File: src/rtl/boot_pkg.sv
// boot_pkg: UART register map, LSR bits and loader state encodings.
package boot_pkg;
  localparam logic [2:0] RBR = 3'd0;
  localparam logic [2:0] DLL = 3'd0;
  localparam logic [2:0] DLM = 3'd1;
  localparam logic [2:0] LCR = 3'd3;
  localparam logic [2:0] LSR = 3'd5;
  localparam int LSR_DR = 0;
  localparam int LSR_OE = 1;
  localparam int LSR_PE = 2;
  localparam int LSR_FE = 3;
  localparam logic [7:0] LCR_DLAB = 8'h80;
  typedef logic [3:0] bus_state_t;
  localparam bus_state_t S_INIT0     = 4'd0;
  localparam bus_state_t S_INIT1     = 4'd1;
  localparam bus_state_t S_INIT2     = 4'd2;
  localparam bus_state_t S_INIT3     = 4'd3;
  localparam bus_state_t S_POLL      = 4'd4;
  localparam bus_state_t S_POLL_WAIT = 4'd5;
  localparam bus_state_t S_READ      = 4'd6;
  localparam bus_state_t S_READ_WAIT = 4'd7;
  localparam bus_state_t S_RAM_WR    = 4'd8;
  localparam bus_state_t S_IDLE      = 4'd9;
  typedef logic [2:0] phase_t;
  localparam phase_t P_SYNC    = 3'd0;
  localparam phase_t P_LEN_LO  = 3'd1;
  localparam phase_t P_LEN_HI  = 3'd2;
  localparam phase_t P_ADDR_LO = 3'd3;
  localparam phase_t P_ADDR_HI = 3'd4;
  localparam phase_t P_DATA_LO = 3'd5;
  localparam phase_t P_DATA_HI = 3'd6;
  localparam phase_t P_CSUM    = 3'd7;
endpackage

File: src/rtl/uart_reg_port.sv
// uart_reg_port: one-cycle UART register write, or read with data valid the following cycle.
module uart_reg_port (
  input  logic       clk,
  input  logic       reset_n,
  input  logic       start,
  input  logic       wr,
  input  logic [2:0] addr,
  input  logic [7:0] wdata,
  input  logic [7:0] uart_rd_data,
  output logic       uart_cs_n,
  output logic       uart_rd_n,
  output logic       uart_wr_n,
  output logic [2:0] uart_addr,
  output logic [7:0] uart_wr_data,
  output logic       busy,
  output logic       done,
  output logic [7:0] rdata
);
  logic pend_q, pend_d;
  always_comb begin
    pend_d = start & ~wr;
    uart_cs_n = ~start;
    uart_rd_n = ~(start & ~wr);
    uart_wr_n = ~(start & wr);
    uart_addr = start ? addr : 3'd0;
    uart_wr_data = (start & wr) ? wdata : 8'd0;
    busy = pend_q;
    done = (start & wr) | pend_q;
    rdata = pend_q ? uart_rd_data : 8'd0;
  end
  always_ff @(posedge clk) begin
    if (!reset_n) pend_q <= 1'b0;
    else pend_q <= pend_d;
  end
endmodule

File: src/rtl/uart_boot_loader.sv
// uart_boot_loader: programs the UART, parses a framed image and writes it to RAM.
module uart_boot_loader import boot_pkg::*; #(
  parameter logic [15:0] DIVISOR   = 16'd27,
  parameter logic [7:0]  SYNC_BYTE = 8'h55,
  parameter logic [7:0]  LCR_VALUE = 8'h03
) (
  input  logic        clk,
  input  logic        reset_n,
  output logic        uart_cs_n,
  output logic        uart_rd_n,
  output logic        uart_wr_n,
  output logic [2:0]  uart_addr,
  output logic [7:0]  uart_wr_data,
  input  logic [7:0]  uart_rd_data,
  output logic [15:0] ram_addr,
  output logic [15:0] ram_wdata,
  output logic        ram_we,
  output logic [1:0]  ram_be,
  output logic        cpu_hold,
  output logic        done,
  output logic        error
);
  bus_state_t state_q, state_d;
  phase_t phase_q, phase_d;
  logic [7:0] csum_q, csum_d, lo_q, lo_d;
  logic [15:0] count_q, count_d, base_q, base_d, index_q, index_d, word_q, word_d;
  logic line_err_q, line_err_d, done_q, done_d, error_q, error_d, hold_q, hold_d, live_q;
  logic p_start, p_wr, p_busy, p_done;
  logic [2:0] p_addr;
  logic [7:0] p_wdata, p_rdata;
  uart_reg_port u_port (
    .clk(clk), .reset_n(reset_n), .start(p_start), .wr(p_wr), .addr(p_addr),
    .wdata(p_wdata), .uart_rd_data(uart_rd_data), .uart_cs_n(uart_cs_n),
    .uart_rd_n(uart_rd_n), .uart_wr_n(uart_wr_n), .uart_addr(uart_addr),
    .uart_wr_data(uart_wr_data), .busy(p_busy), .done(p_done), .rdata(p_rdata)
  );
  always_comb begin
    state_d = state_q;
    phase_d = phase_q;
    csum_d = csum_q;
    lo_d = lo_q;
    count_d = count_q;
    base_d = base_q;
    index_d = index_q;
    word_d = word_q;
    line_err_d = line_err_q;
    done_d = done_q;
    error_d = error_q;
    hold_d = hold_q;
    p_wr = state_q <= S_INIT3;
    p_addr = (state_q == S_INIT0 || state_q == S_INIT3) ? LCR :
             state_q == S_INIT1 ? DLL :
             state_q == S_INIT2 ? DLM :
             state_q == S_POLL  ? LSR : RBR;
    p_wdata = state_q == S_INIT0 ? LCR_DLAB :
              state_q == S_INIT1 ? DIVISOR[7:0] :
              state_q == S_INIT2 ? DIVISOR[15:8] :
              state_q == S_INIT3 ? LCR_VALUE : 8'd0;
    // live_q holds off the first access for one cycle after reset release
    p_start = live_q & ~p_busy & (p_wr | state_q == S_POLL | state_q == S_READ);
    case (state_q)
      S_INIT0, S_INIT1, S_INIT2, S_INIT3: if (p_done) state_d = state_q + 4'd1;
      S_POLL: if (p_start) state_d = S_POLL_WAIT;
      S_POLL_WAIT: if (p_done) begin
        state_d = p_rdata[LSR_DR] ? S_READ : S_POLL;
        line_err_d = line_err_q | (p_rdata[LSR_DR] & |p_rdata[LSR_FE:LSR_OE]);
      end
      S_READ: if (p_start) state_d = S_READ_WAIT;
      S_READ_WAIT: if (p_done) begin
        state_d = S_POLL;
        if (line_err_q) begin
          line_err_d = 1'b0;
          error_d = 1'b1;
          phase_d = P_SYNC;
          csum_d = 8'd0;
        end else begin
          if (phase_q != P_SYNC && phase_q != P_CSUM) csum_d = csum_q + p_rdata;
          case (phase_q)
            P_SYNC: if (p_rdata == SYNC_BYTE) begin
              error_d = 1'b0;
              csum_d = 8'd0;
              phase_d = P_LEN_LO;
            end
            P_LEN_LO: begin count_d[7:0] = p_rdata; phase_d = P_LEN_HI; end
            P_LEN_HI: begin count_d[15:8] = p_rdata; phase_d = P_ADDR_LO; end
            P_ADDR_LO: begin base_d[7:0] = p_rdata; phase_d = P_ADDR_HI; end
            P_ADDR_HI: begin
              base_d[15:8] = p_rdata;
              index_d = 16'd0;
              phase_d = count_q == 16'd0 ? P_CSUM : P_DATA_LO;
            end
            P_DATA_LO: begin lo_d = p_rdata; phase_d = P_DATA_HI; end
            P_DATA_HI: begin word_d = {p_rdata, lo_q}; state_d = S_RAM_WR; end
            default: if (p_rdata == csum_q) begin
              done_d = 1'b1;
              hold_d = 1'b0;
              state_d = S_IDLE;
            end else begin
              error_d = 1'b1;
              phase_d = P_SYNC;
            end
          endcase
        end
      end
      S_RAM_WR: begin
        index_d = index_q + 16'd1;
        phase_d = (index_q + 16'd1 == count_q) ? P_CSUM : P_DATA_LO;
        state_d = S_POLL;
      end
      default: ;
    endcase
    ram_we = state_q == S_RAM_WR;
    ram_be = {2{ram_we}};
    ram_addr = ram_we ? base_q + index_q : 16'd0;
    ram_wdata = ram_we ? word_q : 16'd0;
    cpu_hold = hold_q;
    done = done_q;
    error = error_q;
  end
  always_ff @(posedge clk) begin
    if (!reset_n) begin
      state_q <= S_INIT0;
      phase_q <= P_SYNC;
      csum_q <= 8'd0;
      lo_q <= 8'd0;
      count_q <= 16'd0;
      base_q <= 16'd0;
      index_q <= 16'd0;
      word_q <= 16'd0;
      line_err_q <= 1'b0;
      done_q <= 1'b0;
      error_q <= 1'b0;
      hold_q <= 1'b1;
      live_q <= 1'b0;
    end else begin
      state_q <= state_d;
      phase_q <= phase_d;
      csum_q <= csum_d;
      lo_q <= lo_d;
      count_q <= count_d;
      base_q <= base_d;
      index_q <= index_d;
      word_q <= word_d;
      line_err_q <= line_err_d;
      done_q <= done_d;
      error_q <= error_d;
      hold_q <= hold_d;
      live_q <= 1'b1;
    end
  end
endmodule

File: config.mk
export PLATFORM = sky130hd
export DESIGN_NAME = uart_boot_loader
export DESIGN_NICKNAME = d
export VERILOG_FILES = /design/src/rtl/boot_pkg.sv /design/src/rtl/uart_reg_port.sv /design/src/rtl/uart_boot_loader.sv
export SDC_FILE = /design/constraint.sdc
export NUM_CORES = 1
export LEC_CHECK = 0
export ABC_AREA = 1
export CAP_MARGIN = 30
export CORE_MARGIN = 5
export CORE_UTILIZATION = 55
export CTS_CLUSTER_DIAMETER = 30
export DETAILED_ROUTE_END_ITERATION = 8
export PLACE_DENSITY = 0.88
export SLEW_MARGIN = 0
export SYNTH_ARGS = -nofsm -noshare
export SYNTH_HDL_FRONTEND = slang
export SYNTH_SLANG_ARGS = --single-unit
File: constraint.sdc
create_clock -name clk -period 7.3 [get_ports clk]
set_clock_uncertainty 0.05 [all_clocks]
set_input_delay 2.19 -clock clk [delete_from_list [all_inputs] [get_ports clk]]
set_output_delay 2.19 -clock clk [all_outputs]
set_load 0.05 [all_outputs]
Word-level counts from Yosys, hierarchy flattened
Index checks and enable logic that the tools add are counted.
{"block": "word_totals", "word_cells": 142, "memories": 0, "rom_bits": 0, "inputBits": 10, "regBits": 93, "mem_bits_rw": 0, "out_inout_bits": 52, "latch_bits": 0}
{"block": "op_classes", "eq_ne": 31, "add_sub_neg": 4, "n_reduce_logical": 27, "mux": 47, "order_cmp": 1, "multipliers": 0, "bitwise_logic": 16, "n_shift": 0, "n_div": 0}
{"cell": "$mux W16", "count": 5}
{"cell": "$mux W8", "count": 7}
{"cell": "$pmux W16 S2", "count": 1}
{"cell": "$mux W4", "count": 7}
{"cell": "$reduce_and A4 Y1", "count": 7}
{"cell": "$mux W3", "count": 9}
{"cell": "$pmux W4 S6", "count": 1}
{"cell": "$pmux W3 S7", "count": 1}
{"cell": "$add A16 B1 Y16 const B", "count": 1}
{"cell": "$add A16 B16 Y16", "count": 1}
{"cell": "$eq A16 B16 Y1", "count": 1}
{"cell": "$eq A4 B3 Y1 const B", "count": 4}
{"cell": "$logic_not A16 Y1", "count": 1}
{"cell": "$reduce_and A5 Y1", "count": 3}
{"cell": "$reduce_or A6 Y1", "count": 2}
{"cell": "$mux W2", "count": 5}
{"cell": "$ne A2 B2 Y1 const B", "count": 5}
{"cell": "$eq A3 B3 Y1 const B", "count": 3}
{"cell": "$ne A3 B3 Y1 const B", "count": 3}
{"cell": "$ne A9 B9 Y1 const B", "count": 1}
{"cell": "$add A8 B8 Y8", "count": 1}
{"cell": "$eq A4 B2 Y1 const B", "count": 2}
{"cell": "$eq A8 B7 Y1 const B", "count": 1}
{"cell": "$eq A8 B8 Y1", "count": 1}
{"cell": "30 further kinds", "count": 53}

Logic depth before layout (Yosys ltp)
{"block": "logic_depth", "depth_word": 8, "ltp_mapped": 15, "ltp_nobuf": 15}

By module
Synthesis repeated with hierarchy kept, for this count alone.
{"block": "hier_totals", "hier_cells": 928, "hier_area_um2": 5958.2}
{"module": "uart_boot_loader", "n_inst": 1, "area_per_inst_um2": 5753.0, "cells_per_inst": 880, "seq_area_each_um2": 1841.8}
{"module": "uart_reg_port", "n_inst": 1, "area_per_inst_um2": 205.2, "cells_per_inst": 48, "seq_area_each_um2": 20.0}

Least setup slack after synthesis
No wires, ideal clock.
{"block": "synth_path", "kind": "reg-to-output", "startpoint": "register state_q[0]", "endpoint": "output uart_wr_data[4]", "path_slack_ns": 2.314, "n_path_buf": 1, "stages_incl_launch_ff": 5, "arrival_ns": 2.746, "t_required_ns": 5.060, "cell_sequence": "dfxtp_1 inv_1 ha_1 nor4_1 buf_4"}
{"block": "synth_between", "elab_chain_cells": 6, "elab_cells_between_ends": 12, "cone_classes": "1 x order compare; 3 x eq/ne; 3 x mux; 4 x bitwise; 1 x reduce/logical"}
{"item": "start, declared", "line": "uart_boot_loader.sv:23", "rtl": "bus_state_t state_q, state_d;"}
{"item": "start signal, assigned", "line": "uart_boot_loader.sv:136", "rtl": "state_q <= state_d;"}
{"item": "$le A4 B2 Y1 / $eq A4 B3 Y1 (equally long branches)", "line": "uart_boot_loader.sv:50, uart_boot_loader.sv:60"}
{"item": "$or A1 B1 Y1 (2 in series)", "line": "uart_boot_loader.sv:60", "rtl": "p_start = live_q & ~p_busy & (p_wr | state_q == S_POLL | state_q == S_READ);"}
{"item": "$and A1 B1 Y1", "line": "uart_boot_loader.sv:60"}
{"item": "$and A1 B1 Y1", "line": "uart_reg_port.sv:26", "rtl": "uart_wr_data = (start & wr) ? wdata : 8'd0;"}
{"item": "$mux W8 (*)", "line": "uart_reg_port.sv:26"}
{"item": "end, declared", "line": "uart_boot_loader.sv:13", "rtl": "output logic [7:0] uart_wr_data,"}
Mark *: on every way between the ends. The rest lies on a longest branch, timed or not.

Worst setup path after layout
{"block": "layout_path", "startpoint": "register state_q[0]", "endpoint": "output ram_addr[2]"}
{"block": "layout_between", "elab_chain_cells": 2}
{"item": "$eq A4 B4 Y1", "line": "uart_boot_loader.sv:112", "rtl": "ram_we = state_q == S_RAM_WR;"}
{"item": "$mux W16", "line": "uart_boot_loader.sv:114", "rtl": "ram_addr = ram_we ? base_q + index_q : 16'd0;"}
{"item": "end, declared", "line": "uart_boot_loader.sv:15", "rtl": "output logic [15:0] ram_addr,"}
No other way between the ends.

==> qor.txt <==
worst reg2reg setup slack: 4.24 ns
RD Place Congestion: 0.931
Reg2Reg Depth: 13
first-pass GRT wire length: 25900 µm
starting density of the core: 0.559
M1 wire length: 6840 µm
CP Class: register to primary output
Synth Flop Type: dfxtp_1
crit share post-route: 0.759
die width: 115 µm
Fin. Hold Viols: 0
PwrDens: 192 nW/µm²
most frequent cells in the layout: nand2_1, inv_1, a21oi_1
Slew headroom: 0.338
top layer in use: met4
post-CTS setup buffers: 0
Routed Antenna Nets: 0
H-tree level count: 3
crit-path leading delay family: buffers and inverters
NumNets Final: 957
final setup violating endpoints: 0
initial antenna violation count: 0
final hold slack: 0.401 ns
Yosys warnings: 0
gr usage total: 0.241
Lkg Pwr: 2.80 nW
hold path depth: 2
total gr overflow: 0
via-per-instance ratio: 5.53
Worst Path Arrival: 3.30 ns
FILL cells: 941
register area share after synthesis: 0.308
Worst IR Drop VDD: 0.215 mV
number of max-cap violations: 0
FF-to-FF End: phase_q[0]$_SDFFE_PN0P_
Met2 Routed Length: 7150 µm
Fmax achieved: 180 MHz
Synth top area share: 0.308
Syn Area/Cell: 6.88 µm²
PortBufs: 58
I/O pin cnt: 62
Tmin final: 5.54 ns
Core Area: 10800 µm²
worst slew pin tran: 0.992 ns
starting DRC count in detailed routing: 569
chip height: 115 µm
Sink Count: 93
CP Cell Sequence: inv_1, ha_1, nand3_1, buf_4, inv_2, o21ai_0, a21oi_1, clkdlybuf4s50_1
TritonCTS clock tree: built
RSZ-0062 raised after global routing: no
num rows: 38
Routed WL per cell: 14.6 µm
share of cells above drive strength 1: 0.0941
CP peak stage delay: 0.84 ns
EDFF count, synth: 0
DR WL met3: 1060 µm
Slowest-stage cell, CP: clkdlybuf4s50_1
Slew Limit Fails: 0
CTS Buf Count: 9
worst-skew pair later-pin latency: 0.39 ns
area grow syn2layout: 12.7%
DRT Pass-1 Iters: 5
worst r2r src: u_port.busy$_SDFF_PN0_
Seq cells post-synth: 93
setup TNS: 0 ns
largest cells by area after synthesis: dfxtp_1, nand2_1, a21oi_1, inv_1, o21ai_0
Hold Path End: cpu_hold$_SDFFE_PN1P_
Residual DRC: 0
Post-Route WL: 15500 µm
CP Buf/Inv Count: 4
CTS Root Cell: clkbuf_8
CP required: 5.06 ns
cell count after synthesis: 877
Synth Cell Area: 6040 µm²
count of hold-fix buffers inserted at cts: 0
crit end category: primary output
vias: 5885
post-DP HPWL: 11300 µm
Worst Hold Launch: cpu_hold$_SDFFE_PN1P_
vias in the first global route: 5569
status: finished, final reports clean
DIE AREA: 13200 µm²
post-synthesis cell type count: 56
Worst Path Max Fanout: 34
total of cells resized after clock tree synthesis: 0
area leader, netlist: dfxtp_1
largest net degree at the start of global routing: 67
asr flop ratio synth: 0
diode count: 0
clk slew on worst S/H paths: 0.10 ns
CTS Buffer Depth: 2
most common cell after layout, fill and taps aside: nand2_1
CP Launch Type: register
Worst Hold Class: register to register
## worst reg2reg max path, stage by stage (launching register included)
cell     delay [ns]
dfxtp_1        0.78
nand2_1        0.47
inv_1          0.32
ha_1           0.29
nor2_1         0.14
nand4_1        0.12
nor2_1         0.12
nand2_1        0.10
nand2_2        0.10
nand2_2        0.08
nand4_4        0.10
a21oi_1        0.05
a21oi_1        0.13
nor2_1         0.06
## registers in the layout (all words and copies together) (netlist names), 3 cells and up
name	cells
base_q	16
count_q	16
csum_q	8
index_q	16
lo_q	8
phase_q	3
state_q	4
word_q	16
## worst max-delay path by stage
| stage | startpoint | end | slack, ns | cells after the start |
|---|---|---|---|---|
| 6_report | state_q[0]$_SDFFE_PN0P_ | ram_addr[2] | 1.76 | 8 |
| 5_1_grt | index_q[2]$_SDFFE_PN0P_ | ram_addr[15] | 1.56 | 10 |
| 3_3_place_gp | state_q[0]$_SDFFE_PN0P_ | ram_addr[2] | 2.26 | 8 |
| 3_5_place_dp | state_q[0]$_SDFFE_PN0P_ | ram_addr[2] | 2.23 | 8 |
| 2_1_floorplan | state_q[0]$_SDFFE_PN0P_ | uart_wr_data[4] | 2.31 | 4 |
| 4_1_cts | state_q[0]$_SDFFE_PN0P_ | ram_addr[2] | 1.78 | 8 |
## through the flow
| step | power [mW] | util | worst slack, ns | instance area (µm²) | std cells |
|---|---|---|---|---|---|
| floorplan | 0.882 | - | 2.31 | 6040 | 879 |
| global placement | 0.970 | 0.611 | 2.26 | 6600 | 1048 |
| detailed placement | 0.976 | 0.611 | 2.23 | 6600 | 1048 |
| CTS | 1.31 | 0.629 | 1.78 | 6790 | 1064 |
| global route | 1.38 | 0.631 | 1.56 | 6810 | 1065 |
| finish | 1.31 | 0.631 | 1.76 | 6810 | 1065 |
## cells in the mapped netlist (all sizes together), types with 3 or more instances
| cell type | number |
|---|---|
| xor2 | 6 |
| ha | 25 |
| nand4 | 17 |
| o21ai | 84 |
| buf | 18 |
| a31oi | 3 |
| dfxtp | 93 |
| o21bai | 5 |
| a21oi | 111 |
| nand2 | 179 |
| a211oi | 6 |
| nand3b | 5 |
| xnor2 | 4 |
| nor3 | 14 |
| nor2 | 104 |
| nand3 | 54 |
| inv | 116 |
| clkbuf | 12 |
| nor4 | 5 |
## power breakdown
group,switching (mW),internal (mW)
sequential,0.0227,0.521
combinational,0.301,0.127
clock,0.205,0.133
## routing by layer
metal  global-route usage  up-vias
li1                     -     2979
met1                0.310     2642
met2                0.407      223
met3               0.0437       41
met4               0.0884        0
met5                    0        -
## cell families after synthesis
group / count (synthesis) / share of synthesized area
and+or+nand+nor: 381 / 0.303
xor gates and xnor gates: 10 / 0.0170
AOI/OAI and AO/OA: 218 / 0.203
buffers and inverters: 147 / 0.109
DFF: 93 / 0.308
other: 1 / 0.000621
adders and majority gates: 27 / 0.0585
## layout make-up
type                    count  area (µm²)  area share
clock inverters             7        66.3     0.00974
inverters                 117         454      0.0667
flip-flops and latches     93        1860       0.274
repair buffers             60         603      0.0886
multi-input cells         639        3520       0.517
clock buffers               9         124      0.0182
well taps                 140         175      0.0257
No activity file was read; power rests on OpenSTA's default activity.
